==> src/rtl/dma_stream_fifo.sv <==
// Show-ahead valid/ready FIFO between the AHB read and write engines, any DEPTH >= 2.
// Optional sticky overflow/underflow flags are compiled in with DMA_FIFO_ERR_FLAGS_EN.
module dma_stream_fifo #(
   parameter int unsigned DATA_WIDTH = 32,
   parameter int unsigned DEPTH      = 8,
   parameter int unsigned LOW_MARK   = 2,
   parameter int unsigned HIGH_MARK  = 6
) (
   input  logic                           clk,
   input  logic                           areset,
   input  logic                           flush_i,
   input  logic [DATA_WIDTH-1:0]          wr_data_i,
   input  logic                           wr_valid_i,
   output logic                           wr_ready_o,
   output logic [DATA_WIDTH-1:0]          rd_data_o,
   output logic                           rd_valid_o,
   input  logic                           rd_ready_i,
`ifdef DMA_FIFO_ERR_FLAGS_EN
   input  logic                           err_clr_i,
   output logic                           overflow_o,
   output logic                           underflow_o,
`endif
   output logic [$clog2(DEPTH+1)-1:0]     count_o,
   output logic                           full_o,
   output logic                           empty_o,
   output logic                           burst_ok_o
);

   localparam int unsigned CW = $clog2(DEPTH + 1);
   localparam int unsigned PW = (DEPTH > 1) ? $clog2(DEPTH) : 1;

   logic [DATA_WIDTH-1:0] mem [DEPTH];
   logic [PW-1:0]         wr_ptr, rd_ptr;
   logic [CW-1:0]         count_q, count_next;
   logic                  full_q, empty_q, burst_q, burst_next;
   logic                  wr_en, rd_en;

   function automatic logic [PW-1:0] ptr_inc(input logic [PW-1:0] p);
      return (p == PW'(DEPTH - 1)) ? '0 : p + PW'(1);
   endfunction

   // Flush drops both handshakes in the same cycle.
   assign wr_en = wr_valid_i & ~full_q  & ~flush_i;
   assign rd_en = rd_ready_i & ~empty_q & ~flush_i;

   always_comb begin
      count_next = count_q;
      if (flush_i)
         count_next = '0;
      else if (wr_en && !rd_en)
         count_next = count_q + CW'(1);
      else if (rd_en && !wr_en)
         count_next = count_q - CW'(1);
   end

   always_comb begin
      burst_next = burst_q;
      if (count_next <= CW'(LOW_MARK))
         burst_next = 1'b1;
      else if (count_next >= CW'(HIGH_MARK))
         burst_next = 1'b0;
   end

   always_ff @(posedge clk or posedge areset) begin
      if (areset) begin
         wr_ptr  <= '0;
         rd_ptr  <= '0;
         count_q <= '0;
         full_q  <= 1'b0;
         empty_q <= 1'b1;
         burst_q <= 1'b1;
      end else begin
         if (flush_i) begin
            wr_ptr <= '0;
            rd_ptr <= '0;
         end else begin
            if (wr_en) wr_ptr <= ptr_inc(wr_ptr);
            if (rd_en) rd_ptr <= ptr_inc(rd_ptr);
         end
         count_q <= count_next;
         full_q  <= (count_next == CW'(DEPTH));
         empty_q <= (count_next == '0);
         burst_q <= burst_next;
      end
   end

   // Storage is deliberately left unreset.
   always_ff @(posedge clk) begin
      if (wr_en) mem[wr_ptr] <= wr_data_i;
   end

   assign rd_data_o  = mem[rd_ptr];
   assign rd_valid_o = ~empty_q;
   assign wr_ready_o = ~full_q;
   assign count_o    = count_q;
   assign full_o     = full_q;
   assign empty_o    = empty_q;
   assign burst_ok_o = burst_q;

`ifdef DMA_FIFO_ERR_FLAGS_EN
   // Set beats clear; flush leaves the flags alone.
   always_ff @(posedge clk or posedge areset) begin
      if (areset) begin
         overflow_o  <= 1'b0;
         underflow_o <= 1'b0;
      end else begin
         if (wr_valid_i && full_q)      overflow_o <= 1'b1;
         else if (err_clr_i)            overflow_o <= 1'b0;
         if (rd_ready_i && empty_q)     underflow_o <= 1'b1;
         else if (err_clr_i)            underflow_o <= 1'b0;
      end
   end
`endif

endmodule

==> config.mk <==
export PLATFORM = sky130hd
export DESIGN_NAME = dma_stream_fifo
export DESIGN_NICKNAME = d
export VERILOG_FILES = /design/src/rtl/dma_stream_fifo.sv
export SDC_FILE = /design/constraint.sdc
export NUM_CORES = 1
export LEC_CHECK = 0
export ABC_AREA = 1
export CORE_MARGIN = 4
export CORE_UTILIZATION = 55
export CTS_BUF_LIST = sky130_fd_sc_hd__clkbuf_4
export DETAILED_ROUTE_END_ITERATION = 8
export PLACE_DENSITY = 0.86
export RECOVER_POWER = 100
export SYNTH_ARGS = -nofsm -noshare
export SYNTH_HDL_FRONTEND = slang
export SYNTH_SLANG_ARGS = --single-unit
==> constraint.sdc <==
create_clock -name clk -period 8 [get_ports clk]
set_clock_uncertainty 0.2 [all_clocks]
set_input_delay 0.8 -clock clk [delete_from_list [all_inputs] [get_ports clk]]
set_output_delay 0.8 -clock clk [all_outputs]
set_load 0.01 [all_outputs]
==> results.yml, run 1 <==
place:
  gp_congestion: 0.800
  io_buffers: 77
  dp_hpwl_um: 12200
  dp_cells: 1146
  place_ws_ns: 3.76
sta:
  period_needed_ns: 6.20
  hold_viol_final: 0
  max_freq_mhz: 161
  setup_viol: 0
  rsz0062_at_grt: "no"
  slew_headroom: -1.35
  slew_viol_final: 304
  setup_slack_ns: 1.80
  fin_crit_sh: 0.776
  setup_tns_ns: 0
  worstMarginPinSlew_ns: 3.51
finish:
  nNetsFinal: 992
  drive_gt1_frac: 0.117
  postLayoutCoreUtil: 0.644
  instances_no_fill: 1254
  n_fill_cell: 1413
  syn_to_final_growth_pct: 15.6
detailed_routing:
  wl_per_cell_um: 18.2
  drt_iter0_drc: 627
  finalWirelength_um: 22800
  via_per_inst: 5.63
  first_pass_iters: 5
  vias: 7056
  drc: 0
  postRouteAntennaNets: 0
pwr:
  power.total_mw: 3.22
  leakage_nw: 4.42
  power_density_mw_per_mm2: 258
  vdd_drop_max_mv: 0.150
critical_path:
  critPathRequiredTime_ns: 7.00
  cp_data_arrival_time_ns: 5.20
  crit_path_end_kind: "output port"
  cp-start-kind: "flip-flop"
  path_max_fanout: 90
  crit_type: "reg2out"
floorplan:
  coreArea_mm2: 0.0194
  die_y_um: 148
  io_pins: 78
  initial_core_util: 0.557
  die-area_mm2: 0.0220
  rows: 51
  die_w_um: 148
clock_tree:
  numCtsBuffers: 66
  cts.path.max_buffers: 3
  ctsHoldBuffers: 0
  root_buffer: "clkbuf_4"
  cts_tree: "built"
  clk_pin_slew_ns: 0.06
  cts.repair.resized: 0
  clock_sinks: 269
  htree_num_levels: 3
  post-cts-setup-buffers: 0
  insertion_delay_ns: 0.64
worst_hold_path:
  min_path_type: "reg2reg"
synthesis:
  synth_top_area_cell: "edfxtp_1"
  seq_area_frac_synth: 0.741
  synth_area_leaders: "edfxtp_1, nor2_1, o32ai_1"
  synthCells: 845
  ys_warn_count: 0
  netlist_top_cells_count: "edfxtp_1, nor2_1, nand2_1"
  ys_types: 28
  synth_top_area_frac: 0.711
  yosysMostFrequentCell: "edfxtp_1"
  synth_area_mm2: 0.0108
  synth-edff-count: 256
  synth_area_per_cell_um2: 12.8
  synth-seq-cells: 269
  synth_ff_type: "edfxtp_1"
  async_flop_share: 0.0483
  syn_nets: 888
run_status:
  status: "complete, but fails checks"
  violations: "capacitance limit, slew limit"
grt:
  grt_pass1_vias: 7117
  grt_usage: 0.209
  grt_start_max_net_pins: 109
  grt_pass1_wl_um: 35800
  grt_overflow_total: 0
  antenna_found_initial: 3
run:
  maxCapViolCount: 9
-- worst paths after layout --
kind / slack (ns) / startpoint / depth (start not counted) / end
min: 0.30 / burst_ok_o$_DFFE_PP1P_ / 2 / burst_ok_o$_DFFE_PP1P_
max: 1.80 / rd_ptr[0]$_DFFE_PP0P_ / 7 / rd_data_o[17]
min in group asynchronous: 0.42 / areset / 2 / rd_ptr[2]$_DFFE_PP0P_
min reg2reg: 0.30 / burst_ok_o$_DFFE_PP1P_ / 2 / burst_ok_o$_DFFE_PP1P_
max reg2reg: 3.75 / full_o$_DFF_PP0_ / 5 / mem[3][0]$_DFFE_PP_
max in group asynchronous: 6.79 / areset / 2 / rd_ptr[1]$_DFFE_PP0P_
-- cells by family after synthesis --
kind of cell | share of synthesized area
buffers and inverters | 0.0324
DFF | 0.741
and+or+nand+nor | 0.131
xor gates and xnor gates | 0.00162
AOI/OAI and AO/OA | 0.0868
adders and majority gates | 0.00694
-- area by class of cell --
| type | instances | area (µm²) | share of cell area |
|---|---|---|---|
| Sequential cell | 269 | 8020 | 0.642 |
| Multi-Input combinational cell | 504 | 2420 | 0.194 |
| Timing Repair Buffer | 85 | 820 | 0.0656 |
| Clock buffer | 89 | 668 | 0.0535 |
| Tap cell | 265 | 332 | 0.0265 |
| Clock inverter | 15 | 136 | 0.0109 |
| Inverter | 23 | 87.6 | 0.00701 |
| Antenna cell | 4 | 10.0 | 0.000801 |
-- sequential cells by signal, summed over array words and instances, names as in the netlist --
name	flops
mem	256
count_o	4
rd_ptr	3
wr_ptr	3
burst_ok_o	1
empty_o	1
full_o	1
-- routing by layer --
metal	up-vias	part of all wire	GRT usage
met5	-	0	0
met3	50	0.064	0.0460
met4	0	0.027	0.115
met2	280	0.51	0.348
li1	3286	-	-
met1	3440	0.40	0.256
-- placed cells by master, fill, tap and decap left out, drive strengths merged --
cell type / count
clkdlybuf4s50: 3
xor2: 1
clkbuf: 92
nor3: 1
a21oi: 2
o21ai: 70
diode: 4
dfstp: 2
inv: 23
buf: 5
dfrtp: 11
nand3: 13
dlygate4sd3: 74
nand2: 137
o32ai: 64
o22ai: 1
edfxtp: 256
bufinv: 3
nor2: 208
ha: 6
xnor2: 1
clkinv: 12
-- metrics by stage --
| stage | hold slack, ns | instance area (µm²) |
|---|---|---|
| final | 0.296 | 12500 |
| after detailed placement | 0.293 | 11800 |
| after floorplan | 0.284 | 10800 |
| after CTS | 0.239 | 12600 |
| after global routing | 0.312 | 12500 |
| after global placement | 0.274 | 11800 |
-- power breakdown --
part / switching (mW) / leakage, nW / internal, mW
combinational: 0.296 / 1.46 / 0.196
clock: 0.507 / 0.478 / 0.608
sequential: 0.0357 / 2.48 / 1.58
-- critical path: stages (launching register included) --
cell and delay (ns):
dfrtp_1 1.55, clkinv_2 1.06, buf_4 0.68, nor2_1 0.27, o32ai_1 0.13, nand2_1 0.11, nand2_1 0.07, dlygate4sd3_1 0.60
(Power assumes the default switching activity.)
==> run 2: changes to the inputs <==
==> constraint.sdc (replaced) <==
create_clock -name clk -period 5.9 [get_ports clk]
set_clock_uncertainty 0.2 [all_clocks]
set_input_delay 0.59 -clock clk [delete_from_list [all_inputs] [get_ports clk]]
set_output_delay 0.59 -clock clk [all_outputs]
set_load 0.01 [all_outputs]
==> run 2 against run 1 <==
The flow still finishes with violations (capacitance limit, slew limit); die area unchanged; sequential share of layout area decreased by 0.19 points; clock power increased by 41%; first-iteration DRC count decreased by 16%; wire length decreased by 0.51%; critical endpoint is now rd_data_o[30]; largest power group unchanged.
==> results.yml, run 2 (synthesis gave the netlist of run 1 again) <==
run_status:
  status: "complete, but fails checks"
  violations: "capacitance limit, slew limit"
critical_path:
  cp-start-kind: "flip-flop"
  reg2reg_from: "full_o$_DFF_PP0_"
  crit_type: "reg2out"
  path_max_fanout: 97
  cp_data_arrival_time_ns: 4.24
  cp_slowest_stage_delay_ns: 1.38
  path_common_cell: "nand2_1"
  critPathRequiredTime_ns: 5.11
  crit_path_end_kind: "output port"
  r2r-end: "mem[3][31]$_DFFE_PP_"
  r2r.worst_path.cells: 5
  slowest_stage: "clkbuf_2"
  path_cells: "clkbuf_2 > o21ai_0 > o32ai_1 > nand2_1 > nand2_1 > dlygate4sd3_1"
  r2r_slack_ns: 1.80
finish:
  drive_gt1_frac: 0.123
  seqCellArea_mm2: 0.00802
  nNetsFinal: 992
  fin_area_mm2: 0.0125
  n_fill_cell: 1438
  postLayoutCoreUtil: 0.646
  instances_no_fill: 1260
  syn_to_final_growth_pct: 16.0
  layout_commonest_cell: "edfxtp_1"
  largest_reg_flops: 256
  multiInputGateArea_mm2: 0.00242
  mostFrequentLayoutCells: "edfxtp_1, nor2_1, nand2_1"
  largest-register: "mem"
floorplan:
  io_pins: 78
  initial_core_util: 0.557
  rows: 51
  die-area_mm2: 0.0220
  coreArea_mm2: 0.0194
  die_w_um: 148
  die_y_um: 148
clock_tree:
  clock_sinks: 269
  post-cts-setup-buffers: 0
  insertion_delay_ns: 0.63
  clk_pin_slew_ns: 0.07
  cts_tree: "built"
  cts.repair.resized: 0
  numCtsBuffers: 66
  ctsHoldBuffers: 0
  htree_num_levels: 3
  root_buffer: "clkbuf_4"
  cts.path.max_buffers: 3
sta:
  slew_viol_final: 341
  fin_crit_sh: 0.853
  holdWs_ns: 0.229
  setup_tns_ns: 0
  slew_headroom: -1.29
  worstMarginPinSlew_ns: 3.42
  rsz0062_at_grt: "no"
  period_needed_ns: 5.03
  setup_slack_ns: 0.866
  hold_viol_final: 0
  setup_viol: 0
  max_freq_mhz: 199
pwr:
  leakage_nw: 4.44
  power_density_mw_per_mm2: 352
  p_comb_frac: 0.150
  swShare: 0.259
  internal_power_mw: 3.27
  vdd_drop_max_mv: 0.265
  pwr-share-seq: 0.497
  power.total_mw: 4.42
  switching_power_mw: 1.14
  clockPowerShare: 0.353
detailed_routing:
  first_pass_iters: 5
  wl_per_cell_um: 18.0
  via_per_inst: 5.60
  drc: 0
  finalWirelength_um: 22700
  vias: 7050
  drt_iter0_drc: 524
  postRouteAntennaNets: 0
place:
  place_ws_ns: 2.15
  gp_congestion: 0.785
  dp_hpwl_um: 12300
  io_buffers: 77
  dp_cells: 1146
  place_area_mm2: 0.0118
grt:
  grt_pass1_vias: 7159
  antenna_found_initial: 5
  grt_overflow_total: 0
  grt_start_max_net_pins: 98
  grt_pass1_wl_um: 35800
  grt_usage: 0.209
worst_hold_path:
  min_path_type: "in2async"
run:
  maxCapViolCount: 9
==> run 2: cell types whose count changed in the layout (fill, tap and decap cells not counted), sizes merged <==
cell / change
clkdlybuf4s50: +1
dlygate4sd3: -1
clkbuf: +5
clkinvlp: +1
==> run 2: worst max-delay path by stage <==
stage | cells past startpoint | to | start
after floorplan | 5 | mem[0][0]$_DFFE_PP_ | flush_i
after global placement | 7 | rd_data_o[30] | rd_ptr[0]$_DFFE_PP0P_
after detailed placement | 7 | rd_data_o[30] | rd_ptr[0]$_DFFE_PP0P_
after CTS | 7 | rd_data_o[30] | rd_ptr[0]$_DFFE_PP0P_
after global routing | 6 | rd_data_o[28] | rd_ptr[0]$_DFFE_PP0P_
final | 6 | rd_data_o[30] | rd_ptr[0]$_DFFE_PP0P_
==> run 2: layout make-up <==
class	instances	area share
Sequential cell	269	0.640
Antenna cell	4	0.000798
Clock buffer	94	0.0563
Multi-Input combinational cell	504	0.193
Clock inverter	16	0.0115
Inverter	23	0.00698
Tap cell	265	0.0264
Timing Repair Buffer	85	0.0655
==> run 2: critical path: cells and delay by family (launching register included) <==
kind	cells	cell delay, ns
buffers and inverters	2	2.01
AOI/OAI and AO/OA	2	0.59
DFF	1	0.65
and+or+nand+nor	2	0.23
==> run 2: metal layers <==
layer / wire length [µm] / track usage / vias to the layer above
met1: 8890 / 0.261 / 3380
li1: - / - / 3289
met5: 13 / 0 / -
met3: 1730 / 0.0451 / 49
met2: 11500 / 0.348 / 330
met4: 522 / 0.107 / 2
==> run 2: power by group through the flow <==
stage	clock network (mW)	registers [mW]	logic, mW
finish	1.56	2.19	0.663
global route	1.69	2.20	0.738
CTS	1.59	2.19	0.711
detailed placement	0	2.23	0.706
global placement	0	2.23	0.680
floorplan	0	2.21	0.453
